--- src/rtl/sci_frame_master.sv ---
// Initiator end of the NN serial frame protocol: sends SOF_1 SOF_2 SOF_3 BASE LEN PAYLOAD
// over a byte UART and assembles the response bytes. Define RESP_TIMEOUT_EN for the response watchdog.
module sci_frame_master #(
    parameter logic [7:0] SOF_1          = 8'h55,
    parameter logic [7:0] SOF_2          = 8'hab,
    parameter logic [7:0] SOF_3          = 8'haa,
    parameter int         PAYLOAD_BYTES  = 2,
    parameter int         RESP_BYTES     = 1,
    parameter int         TIMEOUT_CYCLES = 1000000
) (
    input  logic                       clk,
    input  logic                       rst_n,
    input  logic                       send_req,
    input  logic [7:0]                 base_addr,
    input  logic [PAYLOAD_BYTES*8-1:0] payload,
    output logic                       busy,
    output logic [7:0]                 tx_data,
    output logic                       tx_start,
    input  logic                       tx_ready,
    input  logic [7:0]                 rx_data,
    input  logic                       rx_ready,
    input  logic                       rx_error,
    output logic [RESP_BYTES*8-1:0]    resp_data,
    output logic                       resp_valid,
    output logic                       resp_err,
    output logic                       timeout
);

    localparam int              IW       = $clog2(PAYLOAD_BYTES + 5);
    localparam logic [IW-1:0]   LAST_IDX = IW'(PAYLOAD_BYTES + 4);
    localparam logic [7:0]      LEN      = 8'(PAYLOAD_BYTES - 1);
    localparam int              RW       = $clog2(RESP_BYTES + 1);
    localparam logic [RW-1:0]   LAST_R   = RW'(RESP_BYTES - 1);
    localparam int              PW       = PAYLOAD_BYTES * 8;

    typedef enum logic [2:0] {
        IDLE,
        LOAD,
        WAIT_RDY,
        START,
        NEXT,
        RESP,
        DONE
    } state_t;

    state_t          state;
    logic [7:0]      base_q;
    logic [PW-1:0]   pay_shift;
    logic [IW-1:0]   byte_idx;
    logic [RW-1:0]   rcnt;
    logic            rx_ready_q;
    logic            rx_edge;

`ifdef RESP_TIMEOUT_EN
    localparam int              TW     = $clog2(TIMEOUT_CYCLES + 1);
    localparam logic [TW-1:0]   T_LAST = TW'(TIMEOUT_CYCLES - 1);
    logic [TW-1:0]   tcnt;
`else
    assign timeout = 1'b0;
`endif

    // Bytes are taken on the rising edge of the receiver's level-valid strobe
    assign rx_edge = rx_ready & ~rx_ready_q;

    always_ff @(posedge clk or negedge rst_n) begin
        if (!rst_n) begin
            state      <= IDLE;
            base_q     <= '0;
            pay_shift  <= '0;
            byte_idx   <= '0;
            rcnt       <= '0;
            rx_ready_q <= 1'b0;
            busy       <= 1'b0;
            tx_data    <= '0;
            tx_start   <= 1'b0;
            resp_data  <= '0;
            resp_valid <= 1'b0;
            resp_err   <= 1'b0;
`ifdef RESP_TIMEOUT_EN
            tcnt       <= '0;
            timeout    <= 1'b0;
`endif
        end else begin
            rx_ready_q <= rx_ready;
            resp_valid <= 1'b0;
`ifdef RESP_TIMEOUT_EN
            timeout    <= 1'b0;
`endif
            case (state)
                IDLE: begin
                    if (send_req) begin
                        base_q    <= base_addr;
                        pay_shift <= payload;
                        byte_idx  <= '0;
                        resp_err  <= 1'b0;
                        busy      <= 1'b1;
                        state     <= LOAD;
                    end
                end
                LOAD: begin
                    // Payload leaves MSB byte first, so the shift register walks left
                    if (byte_idx == IW'(0)) begin
                        tx_data <= SOF_1;
                    end else if (byte_idx == IW'(1)) begin
                        tx_data <= SOF_2;
                    end else if (byte_idx == IW'(2)) begin
                        tx_data <= SOF_3;
                    end else if (byte_idx == IW'(3)) begin
                        tx_data <= base_q;
                    end else if (byte_idx == IW'(4)) begin
                        tx_data <= LEN;
                    end else begin
                        tx_data   <= pay_shift[PW-1 -: 8];
                        pay_shift <= pay_shift << 8;
                    end
                    state <= WAIT_RDY;
                end
                WAIT_RDY: begin
                    if (tx_ready) begin
                        tx_start <= 1'b1;
                        state    <= START;
                    end
                end
                START: begin
                    if (!tx_ready) begin
                        tx_start <= 1'b0;
                        state    <= NEXT;
                    end
                end
                NEXT: begin
                    if (byte_idx == LAST_IDX) begin
                        rcnt      <= '0;
                        resp_data <= '0;
`ifdef RESP_TIMEOUT_EN
                        tcnt      <= '0;
`endif
                        state     <= RESP;
                    end else begin
                        byte_idx <= byte_idx + 1'b1;
                        state    <= LOAD;
                    end
                end
                RESP: begin
                    if (rx_edge) begin
                        for (int i = 0; i < RESP_BYTES; i++) begin
                            if (rcnt == RW'(i)) begin
                                resp_data[8*i +: 8] <= rx_data;
                            end
                        end
                        rcnt <= rcnt + 1'b1;
                        if (rx_error) begin
                            resp_err <= 1'b1;
                        end
`ifdef RESP_TIMEOUT_EN
                        tcnt <= '0;
`endif
                        if (rcnt == LAST_R) begin
                            resp_valid <= 1'b1;
                            busy       <= 1'b0;
                            state      <= DONE;
                        end
                    end
`ifdef RESP_TIMEOUT_EN
                    else if (tcnt == T_LAST) begin
                        timeout <= 1'b1;
                        busy    <= 1'b0;
                        state   <= IDLE;
                    end else begin
                        tcnt <= tcnt + 1'b1;
                    end
`endif
                end
                DONE: begin
                    state <= IDLE;
                end
                default: begin
                    state <= IDLE;
                end
            endcase
        end
    end

endmodule

--- config.mk ---
export PLATFORM = sky130hd
export DESIGN_NAME = sci_frame_master
export DESIGN_NICKNAME = d
export VERILOG_FILES = /design/src/rtl/sci_frame_master.sv
export SDC_FILE = /design/constraint.sdc
export NUM_CORES = 1
export LEC_CHECK = 0
export CORE_MARGIN = 2
export CORE_UTILIZATION = 35
export DETAILED_ROUTE_END_ITERATION = 16
export PLACE_DENSITY = 0.7
export RECOVER_POWER = 100
export SLEW_MARGIN = 20
export SYNTH_ARGS = -nofsm -noshare
export SYNTH_HDL_FRONTEND = slang
export SYNTH_SLANG_ARGS = --single-unit
--- constraint.sdc ---
create_clock -name clk -period 3 [get_ports clk]
set_input_delay 0.6 -clock clk [delete_from_list [all_inputs] [get_ports clk]]
set_output_delay 0.6 -clock clk [all_outputs]
set_load 0.05 [all_outputs]
==> qor.csv <==
stage,metric,value,unit
cts,Clock Path Buffers,2,
setup_path,CP Max Fanout,27,
timing,# setup viols final,0,
setup_path,Slowest cell on crit path,clkbuf_1,
placed_design,DP Area,3009,um^2
setup_path,critical path arrival,2.58,ns
cells_and_area,most frequent cells in the layout,"nand2_1 (69), dfrtp_1 (52), clkdlybuf4s50_1 (33), dlygate4sd3_1 (23), o21ai_0 (20)",
setup_path,Critical Path Start Type,primary input,
cts,"CTS clk-pin slew, worst paths",0.09,ns
yosys,syn_area_per_cell,9.543,um^2
cells_and_area,utilization after layout,0.4601,
global_routing,largest net degree at the start of global routing,30,
global_routing,antenna violations before repair,0,
power_and_ir_drop,VDD IR max,0.2374,mV
cts,hold buffer count at cts,0,
timing,TNS Setup,0,ns
routing,drt pass-1 iters,4,
global_routing,first-pass GRT wire length,8590,um
global_routing,gr ovfl total,0,
timing,maximum clock frequency,426.6,MHz
cells_and_area,"commonest non-fill, non-tap cell in the layout",nand2_1,
routing,via count,1885,
yosys,Synth Area in Compound Gates,0.1743,
timing,max-slew violations,30,
yosys,mux contribution to synthesized area,0.004162,
global_routing,vias in the first global route,1857,
cells_and_area,FILL cells,645,
job,Max-cap violations,1,
placed_design,routability cong.,0.8148,
yosys,largest family of logic cells by synthesized area,simple AND/OR/NAND/NOR gates,
floorplan,height of the die,86.89,um
cells_and_area,share of cells above drive strength 1,0.07843,
yosys,simple-gate share of the synthesized area,0.2040,
cts,# Post-CTS Setup Buffers,0,
timing,Worst Clk Skew,0.008218,ns
yosys,synth unique cells,38,
cells_and_area,synthesis-to-finish area growth,28.56,%
setup_path,CP required,3.24,ns
yosys,"Net Count, Synth",295,
routing,DRC viols,0,
placed_design,I/O Buffers,57,
setup_path,Crit Path Category,primary input to flip-flop,
cts,CTS resizes,0,
floorplan,Initial Utilization,0.3579,
routing,vias per cell,4.883,
floorplan,area of the core,6719,um^2
power_and_ir_drop,Leakage,1.357,nW
yosys,Post-Synth XOR/XNOR Area,0,
yosys,Cells after Synth,252,
placed_design,post-DP HPWL,3615,um
cells_and_area,final instance area,3092,um^2
timing,hold_ws,0.4841,ns
global_routing,Tot GR Track Use,0.1426,
timing,RSZ-0062 raised after global routing,false,
power_and_ir_drop,Total Power,0.002636,W
setup_path,critical path's largest stage delay,0.86,ns
yosys,yosys warns,0,
cts,CTS tree,built,
cts,CTS Buf Count,5,
outcome,violations in the final reports,"max-capacitance violations, max-slew violations",
yosys,"Seq/Total Area, Yosys",0.5411,
routing,WL final,4975,um
cts,Worst-Skew Late Latency,0.30,ns
routing,detailed-route wire length per cell,12.89,um
routing,DRT iter0 DRCs,100,
timing,min Tclk post-route,2.344,ns
setup_path,"Critical Path, Cell by Cell","dlygate4sd3_1, and3_1, clkbuf_1, nor2_1, a21oi_2",
cts,clk root buf,clkbuf_8,
cells_and_area,Layout Nets,348,
routing,Routed Antenna Nets,0,
timing,Slew headroom,-0.01859,
yosys,Post-Synth Adder-Cell Area,0.02601,
yosys,cell area after synthesis,2405,um^2
cells_and_area,number of diodes,0,
power_and_ir_drop,Power Density,852.6,nW/um^2
cts,Sink Count,52,
timing,"Hold Violations, Final",0,
min_path,Min-Delay Path Class,flip-flop to flip-flop,
floorplan,DIE AREA,7550,um^2
yosys,Yosys reg bits,52,
floorplan,Die Wd,86.89,um
cts,H-tree depth,2,
floorplan,number of placement rows,30,
floorplan,boundary pin count,59,
outcome,status,"complete, but fails checks",
timing,worst slew pin tran,1.528,ns
setup_path,CP Capture Type,flip-flop,
timing,period utilization,0.7814,
-- flip-flops by register name, indices dropped and copies added, names as in the netlist --
name        flops
base_q          8
busy            1
byte_idx        3
pay_shift      16
rcnt            1
resp_data       8
resp_err        1
resp_valid      1
rx_ready_q      1
state           3
tx_data         8
tx_start        1
-- report_power, final --
part | total [W] | leakage [nW] | internal, W | switching (W)
logic | 0.00111 | 0.674 | 0.000443 | 0.000667
clock network | 0.000405 | 0.0445 | 0.000188 | 0.000218
registers | 0.00112 | 0.639 | 0.000945 | 0.000176
total | 0.00264 | 1.36 | 0.00158 | 0.00106
-- worst paths after layout --
| kind | from | to | slack [ns] | cells past startpoint |
|---|---|---|---|---|
| worst min register to register | tx_data[7] | tx_data[7] | 0.48 | 2 |
| worst max register to register | state[1] | pay_shift[12] | 0.84 | 5 |
| worst max-delay path | send_req | pay_shift[12] | 0.66 | 5 |
| min in group asynchronous | rst_n | tx_data[4] | 0.63 | 2 |
| max in group asynchronous | rst_n | pay_shift[2] | 1.35 | 2 |
| worst min-delay path | tx_data[7] | tx_data[7] | 0.48 | 2 |
-- kinds of logic (layout without fill, tap and decap cells) --
group / after synthesis / in the layout
AO/OA/AOI/OAI: 60 / 60
multiplexers: 1 / 1
buffers and inverters: 22 / 76
AND/OR/NAND/NOR: 111 / 111
adder cells (fa/ha/maj): 5 / 5
flip-flops: 52 / 52
other: 1 / 1
-- area by class of cell --
type	instances	area [um^2]	area share
tap	80	100.1	0.03238
clock buffer	7	86.33	0.02792
timing repair buffer	61	584.3	0.1890
multi-input combinational	178	985.9	0.3189
sequential	52	1301	0.4209
inverter	7	26.28	0.008499
clock inverter	1	7.507	0.002428
-- critical path, delay by kind of cell --
family                 cells  cell delay, ns
and+or+nand+nor            2            0.37
AOI/OAI and AO/OA          1            0.17
buffers and inverters      2            1.42
-- cells in the mapped netlist --
cell | n | area share
nor3b_1 | 1 | 0.0031
a21oi_2 | 8 | 0.029
dfrtp_1 | 52 | 0.54
o22a_1 | 3 | 0.011
conb_1 | 1 | 0.0016
o21bai_1 | 1 | 0.0031
o21ai_0 | 20 | 0.042
or4_4 | 1 | 0.0047
o22ai_2 | 4 | 0.021
a221oi_1 | 4 | 0.015
o31ai_1 | 1 | 0.0031
a31oi_1 | 2 | 0.0052
o211ai_1 | 1 | 0.0031
mux2i_1 | 1 | 0.0042
ha_1 | 5 | 0.026
inv_1 | 7 | 0.011
nor2b_1 | 2 | 0.0052
a21o_1 | 2 | 0.0062
or3b_2 | 1 | 0.0036
buf_2 | 1 | 0.0021
or3b_1 | 1 | 0.0036
buf_1 | 2 | 0.0031
nor2_1 | 16 | 0.025
o22ai_1 | 4 | 0.010
buf_4 | 1 | 0.0031
and3_1 | 1 | 0.0026
nor3_1 | 2 | 0.0042
o32ai_1 | 1 | 0.0036
nand2b_1 | 2 | 0.0052
nand3_1 | 9 | 0.019
nand3b_1 | 3 | 0.0094
and3b_1 | 3 | 0.011
a21oi_1 | 7 | 0.015
o21ba_2 | 1 | 0.0042
buf_6 | 4 | 0.019
clkbuf_1 | 7 | 0.011
nand2_1 | 69 | 0.11
o221ai_1 | 1 | 0.0036
-- through the flow --
step | setup WS [ns] | cells
after floorplan | 1.002 | 252
after global placement | 0.7078 | 378
after detailed placement | 0.6116 | 378
after CTS | 0.8483 | 386
after global routing | 0.5052 | 386
final | 0.6558 | 386
-- metal layers --
metal / vias up / routed length, um / track usage
met5: - / 0 / 0
met4: 0 / 61 / 0.04261
met3: 6 / 150 / 0.02559
met2: 30 / 2303 / 0.2297
met1: 886 / 2460 / 0.1969
li1: 963 / - / -
Note: power is estimated with default switching activity, not from simulation.
